File: src/rtl/sm83_pkg.sv
// sm83_pkg: shared types and constants for the SM83 decode stage.
//   ctl_op_t    - operation handed to the control sequencer
//   dec_state_t - instruction-register context state (OP/PREFIX/CB_OP/INT/LOCKED)
//   alu_op_t    - ALU operation field ir[5:3]
//   R8_*        - r8 register index constants
//   is_illegal_opcode() - membership test for the SM83 hole opcodes
package sm83_pkg;

  typedef enum logic [3:0] {
    CTL_NOP          = 4'd0,
    CTL_HALT         = 4'd1,
    CTL_LD_R8_D8     = 4'd2,
    CTL_LD_R8_R8     = 4'd3,
    CTL_LDPTR_R8_HL  = 4'd4,
    CTL_STPTR_HL_R8  = 4'd5,
    CTL_ALU_R8       = 4'd6,
    CTL_ALU_HL       = 4'd7,
    CTL_CB_PREFIX    = 4'd8,
    CTL_CB_R8        = 4'd9,
    CTL_CB_HL        = 4'd10,
    CTL_INT_DISPATCH = 4'd11,
    CTL_ILLEGAL      = 4'd12,
    CTL_UNIMPL       = 4'd13
  } ctl_op_t;

  typedef enum logic [2:0] {
    ALU_ADD = 3'd0,
    ALU_ADC = 3'd1,
    ALU_SUB = 3'd2,
    ALU_SBC = 3'd3,
    ALU_AND = 3'd4,
    ALU_XOR = 3'd5,
    ALU_OR  = 3'd6,
    ALU_CP  = 3'd7
  } alu_op_t;

  // Decode state kept as plain constants so older tooling can match encodings.
  typedef logic [2:0] dec_state_t;
  localparam dec_state_t ST_OP     = 3'd0;
  localparam dec_state_t ST_PREFIX = 3'd1;
  localparam dec_state_t ST_CB_OP  = 3'd2;
  localparam dec_state_t ST_INT    = 3'd3;
  localparam dec_state_t ST_LOCKED = 3'd4;

  localparam logic [2:0] R8_B     = 3'd0;
  localparam logic [2:0] R8_C     = 3'd1;
  localparam logic [2:0] R8_D     = 3'd2;
  localparam logic [2:0] R8_E     = 3'd3;
  localparam logic [2:0] R8_H     = 3'd4;
  localparam logic [2:0] R8_L     = 3'd5;
  localparam logic [2:0] R8_HLPTR = 3'd6;
  localparam logic [2:0] R8_A     = 3'd7;

  localparam logic [7:0] OPC_NOP       = 8'h00;
  localparam logic [7:0] OPC_HALT      = 8'h76;
  localparam logic [7:0] OPC_CB_PREFIX = 8'hCB;

  function automatic logic is_illegal_opcode(input logic [7:0] op);
    logic hit;
    case (op)
      8'hD3, 8'hDB, 8'hDD, 8'hE3, 8'hE4, 8'hEB,
      8'hEC, 8'hED, 8'hF4, 8'hFC, 8'hFD: hit = 1'b1;
      default:                           hit = 1'b0;
    endcase
    return hit;
  endfunction

endpackage

File: src/rtl/sm83_opcode_table.sv
// sm83_opcode_table: purely combinational (state, ir) -> control decode.
// Ports:
//   state    in  dec_state_t  current decode context
//   ir       in  8            latched instruction byte
//   ctl_op   out ctl_op_t     sequencer operation
//   r8_dst   out 3            destination r8 index
//   r8_src   out 3            source r8 index
//   alu_op   out alu_op_t     ir[5:3] for ALU/CB ops, else ALU_ADD
//   cb_group out 2            ir[7:6] in CB_OP, else 0
module sm83_opcode_table
  import sm83_pkg::*;
(
  input  dec_state_t  state,
  input  logic [7:0]  ir,
  output ctl_op_t     ctl_op,
  output logic [2:0]  r8_dst,
  output logic [2:0]  r8_src,
  output alu_op_t     alu_op,
  output logic [1:0]  cb_group
);

  // Opcode/context decode; every path starts from all-zero selects.
  always_comb begin
    ctl_op   = CTL_UNIMPL;
    r8_dst   = R8_B;
    r8_src   = R8_B;
    alu_op   = ALU_ADD;
    cb_group = 2'd0;
    case (state)
      ST_OP: begin
        // Illegal opcodes only reach OP when lockup is disabled; they act as NOP.
        if ((ir == OPC_NOP) || is_illegal_opcode(ir)) begin
          ctl_op = CTL_NOP;
        end else if (ir == OPC_HALT) begin
          ctl_op = CTL_HALT;
        end else begin
          case (ir[7:6])
            2'b00: begin
              if ((ir[2:0] == R8_HLPTR) && (ir[5:3] != R8_HLPTR)) begin
                ctl_op = CTL_LD_R8_D8;
                r8_dst = ir[5:3];
              end else begin
                ctl_op = CTL_UNIMPL;
              end
            end
            2'b01: begin
              r8_dst = ir[5:3];
              r8_src = ir[2:0];
              if (ir[2:0] == R8_HLPTR) begin
                ctl_op = CTL_LDPTR_R8_HL;
              end else if (ir[5:3] == R8_HLPTR) begin
                ctl_op = CTL_STPTR_HL_R8;
              end else begin
                ctl_op = CTL_LD_R8_R8;
              end
            end
            2'b10: begin
              alu_op = alu_op_t'(ir[5:3]);
              r8_src = ir[2:0];
              r8_dst = R8_A;
              if (ir[2:0] == R8_HLPTR) begin
                ctl_op = CTL_ALU_HL;
              end else begin
                ctl_op = CTL_ALU_R8;
              end
            end
            default: ctl_op = CTL_UNIMPL;
          endcase
        end
      end
      ST_PREFIX: ctl_op = CTL_CB_PREFIX;
      ST_CB_OP: begin
        r8_dst   = ir[2:0];
        r8_src   = ir[2:0];
        alu_op   = alu_op_t'(ir[5:3]);
        cb_group = ir[7:6];
        if (ir[2:0] == R8_HLPTR) begin
          ctl_op = CTL_CB_HL;
        end else begin
          ctl_op = CTL_CB_R8;
        end
      end
      ST_INT:    ctl_op = CTL_INT_DISPATCH;
      ST_LOCKED: ctl_op = CTL_ILLEGAL;
      default:   ctl_op = CTL_UNIMPL;
    endcase
  end

endmodule

File: src/rtl/ir_decode.sv
// ir_decode: SM83 instruction register, CB/interrupt context FSM and lockup.
// Ports:
//   clk, rst_n  core clock, asynchronous active-low reset
//   mem_to_ir   fetch strobe; data_in sampled on this posedge
//   data_in     memory read data
//   int_req     any enabled interrupt pending (level)
//   ime         interrupt master enable
//   ctl_op, r8_dst, r8_src, alu_op, cb_group  decode of (state, ir)
//   int_ack     one-cycle pulse after an interrupt is accepted
//   locked      illegal-opcode lockup
module ir_decode
  import sm83_pkg::*;
#(
  parameter bit ILLEGAL_LOCK = 1'b1,
  parameter bit INT_EN       = 1'b1
) (
  input  logic        clk,
  input  logic        rst_n,
  input  logic        mem_to_ir,
  input  logic [7:0]  data_in,
  input  logic        int_req,
  input  logic        ime,
  output ctl_op_t     ctl_op,
  output logic [2:0]  r8_dst,
  output logic [2:0]  r8_src,
  output alu_op_t     alu_op,
  output logic [1:0]  cb_group,
  output logic        int_ack,
  output logic        locked
);

  dec_state_t state_r;
  dec_state_t state_nxt_s;
  logic [7:0] ir_r;
  logic [7:0] ir_nxt_s;
  logic       int_ack_r;
  logic       int_ack_nxt_s;
  logic       take_int_s;

  assign take_int_s = INT_EN && int_req && ime;

  // Next-state / next-IR selection on a fetch strobe.
  always_comb begin
    state_nxt_s   = state_r;
    ir_nxt_s      = ir_r;
    int_ack_nxt_s = 1'b0;
    if (mem_to_ir && (state_r != ST_LOCKED)) begin
      if (state_r == ST_PREFIX) begin
        // The CB operand byte is never pre-empted by an interrupt.
        ir_nxt_s    = data_in;
        state_nxt_s = ST_CB_OP;
      end else if (take_int_s) begin
        // Fetched byte is dropped; IR keeps the previous opcode.
        state_nxt_s   = ST_INT;
        int_ack_nxt_s = 1'b1;
      end else if (data_in == OPC_CB_PREFIX) begin
        ir_nxt_s    = OPC_CB_PREFIX;
        state_nxt_s = ST_PREFIX;
      end else if (ILLEGAL_LOCK && is_illegal_opcode(data_in)) begin
        ir_nxt_s    = data_in;
        state_nxt_s = ST_LOCKED;
      end else begin
        ir_nxt_s    = data_in;
        state_nxt_s = ST_OP;
      end
    end else begin
      state_nxt_s = state_r;
    end
  end

  // IR, decode state and interrupt-acknowledge registers.
  always_ff @(posedge clk or negedge rst_n) begin
    if (!rst_n) begin
      state_r   <= ST_OP;
      ir_r      <= OPC_NOP;
      int_ack_r <= 1'b0;
    end else begin
      state_r   <= state_nxt_s;
      ir_r      <= ir_nxt_s;
      int_ack_r <= int_ack_nxt_s;
    end
  end

  sm83_opcode_table u_table (
    .state    (state_r),
    .ir       (ir_r),
    .ctl_op   (ctl_op),
    .r8_dst   (r8_dst),
    .r8_src   (r8_src),
    .alu_op   (alu_op),
    .cb_group (cb_group)
  );

  assign int_ack = int_ack_r;
  assign locked  = (state_r == ST_LOCKED);

endmodule

File: config.mk
export PLATFORM = sky130hd
export DESIGN_NAME = ir_decode
export DESIGN_NICKNAME = d
export VERILOG_FILES = /design/src/rtl/sm83_pkg.sv /design/src/rtl/sm83_opcode_table.sv /design/src/rtl/ir_decode.sv
export SDC_FILE = /design/constraint.sdc
export NUM_CORES = 1
export LEC_CHECK = 0
export CORE_AREA = 2 2 83 69
export CTS_BUF_LIST = sky130_fd_sc_hd__clkbuf_8
export CTS_CLUSTER_DIAMETER = 120
export DETAILED_ROUTE_END_ITERATION = 6
export DIE_AREA = 0 0 85 71
export GPL_ROUTABILITY_DRIVEN = 0
export SLEW_MARGIN = 20
export SYNTH_ARGS = -nofsm -noshare
export SYNTH_HDL_FRONTEND = slang
export SYNTH_HIERARCHICAL = 1
export SYNTH_SLANG_ARGS = --single-unit
File: constraint.sdc
create_clock -name clk -period 5.1 [get_ports clk]
set_input_delay 1.02 -clock clk [delete_from_list [all_inputs] [get_ports clk]]
set_output_delay 1.02 -clock clk [all_outputs]
set_load 0.005 [all_outputs]
==> metrics.md <==
| Metric | Value |
|---|---|
| Ant. Diodes | `0` |
| H-tree depth | `1` |
| Post-Synth Adder-Cell Area | `0.05133` |
| Worst setup SP type | `flip-flop` |
| Final setup viols | `0` |
| Net count, final | `192` |
| Crit Path Class | `flip-flop to output pin` |
| P&R area growth vs syn | `28.13%` |
| Leading area contributor after synthesis | `dfrtp_1` |
| Maximum vdd drop | `0.1108 mV` |
| Wirelength, routed | `3.158 mm` |
| Clock skew | `2.358 ps` |
| DRC Markers | `0` |
| Cells taking the most area after synthesis | `dfrtp_1, mux2_2, ha_1, o21ai_0, nand2_1` |
| Critical Path Sink Type | `output pin` |
| Max Transition Viols Final | `0` |
| Multi-input gate area | `814.5 µm²` |
| CTS resizes | `0` |
| CP arrival | `2870 ps` |
| Pre-antenna DRT Iters | `5` |
| Clock tree from TritonCTS | `built` |
| Buffers & Inverters on Critical Path | `2` |
| Asr flop ratio synth | `1.000` |
| Avg WL per Cell | `13.32 µm` |
| RSZ-0062 raised after global routing | `false` |
| Final Hold Violating Endpoints | `0` |
| Height of the die | `71 µm` |
| Cell Area, Synth | `1219 µm²` |
| Worst Tran Pin Value | `585.5 ps` |
| Vias per cell | `5.148` |
| Die area | `6035 µm²` |
| Post-synth EDFFs | `0` |
| Synthesized flop and latch total | `12` |
| DIE WIDTH | `85 µm` |
| Fin crit share | `0.7622` |
| Seq/Total Area, Yosys | `0.2464` |
| Synth cell types | `46` |
| First-pass GRT wire length | `5.388 mm` |
| CP max FO | `13` |
| Max_cap viols | `0` |
| Gate Count Post-Synth | `150` |
| Post-CTS Setup Bufs | `0` |
| Total gr overflow | `0` |
| DP Worst Slack | `between 1000 and 1500 ps` |
| Clock Pin Slew Worst Setup and Hold Paths | `50 ps` |
| Slowest stage delay, CP | `roughly 590 ps` |
| Clock Tree Buf Depth | `2` |
| Warning count from the yosys run | `6` |
| Filler cell count | `565` |
| Simple-Gate Fraction of Synth Area | `0.2885` |
| Post-route ant nets | `0` |
| Synth top area share | `0.2464` |
| Starting Density | `0.2319` |
| Detailed Route Iter0 Violations | `104` |
| Largest family of logic cells by synthesized area | `simple AND/OR/NAND/NOR gates` |
| Setup ws final | `1213 ps` |
| Syn Nets | `between 150 and 200` |
| Hold Buf Count CTS | `0` |
| Vias in the first global route | `around 1,100` |
| Syn_area_per_cell | `~8.1 µm²` |
| FF/Latch Area | `300.3 µm²` |
| Hold_sp | `ir_r[7]` |
| Reg2reg start | `state_r[1]` |
| Hold Crit Class | `flip-flop to flip-flop` |
| Num rows | `24` |
| Worst EP required | `approximately 4100 ps` |
| Share of layout cells above drive strength 1 | `0.08721` |
| PwrDens | `265.4 nW/µm²` |
| CTS Buf Count | `3` |
| Largest net degree at the start of global routing | `18` |
| Leakage | `a little under 0.6 nW` |
| Worst slew margin | `0.6070` |
| Status | `finished clean` |
| Setup TNS | `0 ps` |
| Initial antenna violation count | `0` |
| Core area | `5255 µm²` |
| # clock sinks | `12` |
| Synth Area in Compound Gates | `0.2474` |
| Synth Area in XOR/XNOR | `0.007187` |
| Top_reg_cell synth | `dfrtp_1` |
| Port Buf Inserts | `29` |
| Clk root buf | `clkbuf_8` |
| Post-synthesis mux area share | `0.07392` |
| Critical Path, Cell by Cell | `inv_1 -> ha_1 -> or4b_1 -> nor4_1 -> or4_4 -> o41ai_1 -> clkdlybuf4s50_1` |
| Final min period | `3887 ps` |
| CP top delay family | `simple AND/OR/NAND/NOR gates` |
| Max Freq | `257.3 MHz` |
| Min Hold Slack | `613.7 ps` |
| Worst Setup SP | `ir_r[6]` |
| All-layer global routing usage | `0.1068` |
| Worst-Skew Late Latency | `about 230 ps` |
| Slowest library cell on the worst path | `or4_4` |
| Post-DP HPWL | `2.425 mm` |
| Detailed-route via count | `1,220` |
| Top-level I/O count | `30` |
-- logic make-up (layout without fill, tap and decap cells) --
logic type	after synthesis	after routing
compound gates	45	45
xor+xnor	1	1
fa+ha+maj	5	5
buf+inv	19	41
flops	12	12
mux	8	8
simple gates	60	60
-- power by group --
group | total (mW) | internal [mW] | switching (mW)
logic | 0.193 | 0.109 | 0.0843
clock network | 0.0824 | 0.0517 | 0.0307
registers | 0.139 | 0.107 | 0.0317
-- through the flow --
| step | util | std cells | power (mW) | cell area (µm²) |
|---|---|---|---|---|
| 3_5_place_dp | 0.2893 | 234 | 0.3354 | 1520 |
| 5_1_grt | 0.2971 | 237 | 0.4482 | 1562 |
| 2_1_floorplan | - | 150 | 0.2518 | 1219 |
| 4_1_cts | 0.2971 | 237 | 0.4191 | 1562 |
| 6_report | 0.2971 | 237 | 0.4145 | 1562 |
| 3_3_place_gp | 0.2893 | 234 | 0.3323 | 1520 |
-- area by class of cell --
cell class	count	share of cell area
Sequential cell	12	0.1923
Tap cell	65	0.05208
Clock buffer	3	0.02644
Inverter	9	0.02163
Multi-Input combinational cell	119	0.5216
Timing Repair Buffer	29	0.1859
-- layout by cell type (no fill, tap or decap), types with 2 or more instances in the layout --
cell type,instances
clkdlybuf4s50_1,29
nand2_1,15
o21ai_0,12
dfrtp_1,12
inv_1,9
a21oi_1,9
nand2b_1,7
mux2_2,6
nor3_1,5
nor2_1,5
nand3b_1,5
nand3_1,5
ha_1,5
o31ai_1,4
o21ai_1,3
clkbuf_8,3
nand4b_1,3
nor4_1,3
mux2_1,2
o22ai_1,2
and3b_2,2
a21o_1,2
a211o_1,2
and3_1,2
-- Yosys cell counts (4+ instances only) --
cell type	n
nand3b_1	5
mux2_2	6
buf_4	4
nor2_1	5
a21oi_1	9
o21ai_0	12
inv_1	9
nand2b_1	7
ha_1	5
dfrtp_1	12
nor3_1	5
nand2_1	15
nand3_1	5
o31ai_1	4
-- path summary, 6_finish.rpt --
kind / depth (start not counted) / slack, ps / to
max: 7 / 1210 / ctl_op[2]
min reg2reg: 1 / 610 / ir_r[7]
min: 1 / 610 / ir_r[7]
max reg2reg: 3 / 3490 / ir_r[2]
min in group asynchronous: 1 / 1150 / state_r[0]
max in group asynchronous: 1 / 3580 / ir_r[7]
-- routing by layer --
layer  wire length (µm)  GRT usage  part of all wire
met1               1577     0.1688              0.50
met2               1365     0.1519              0.43
met3                205    0.01284             0.065
met4                 10    0.02646            0.0032
met5                  0          0                 0
-- worst register-to-register path, cell delays in order, from the launching register on --
cell and delay [ps]:
dfrtp_1 600, o21ai_1 190, a21boi_4 330, mux2_2 370
-- sequential cells by signal (all words and copies together) (netlist names) --
register	count
int_ack	1
ir_r	8
state_r	3
Power figures use the tool's default switching activity.
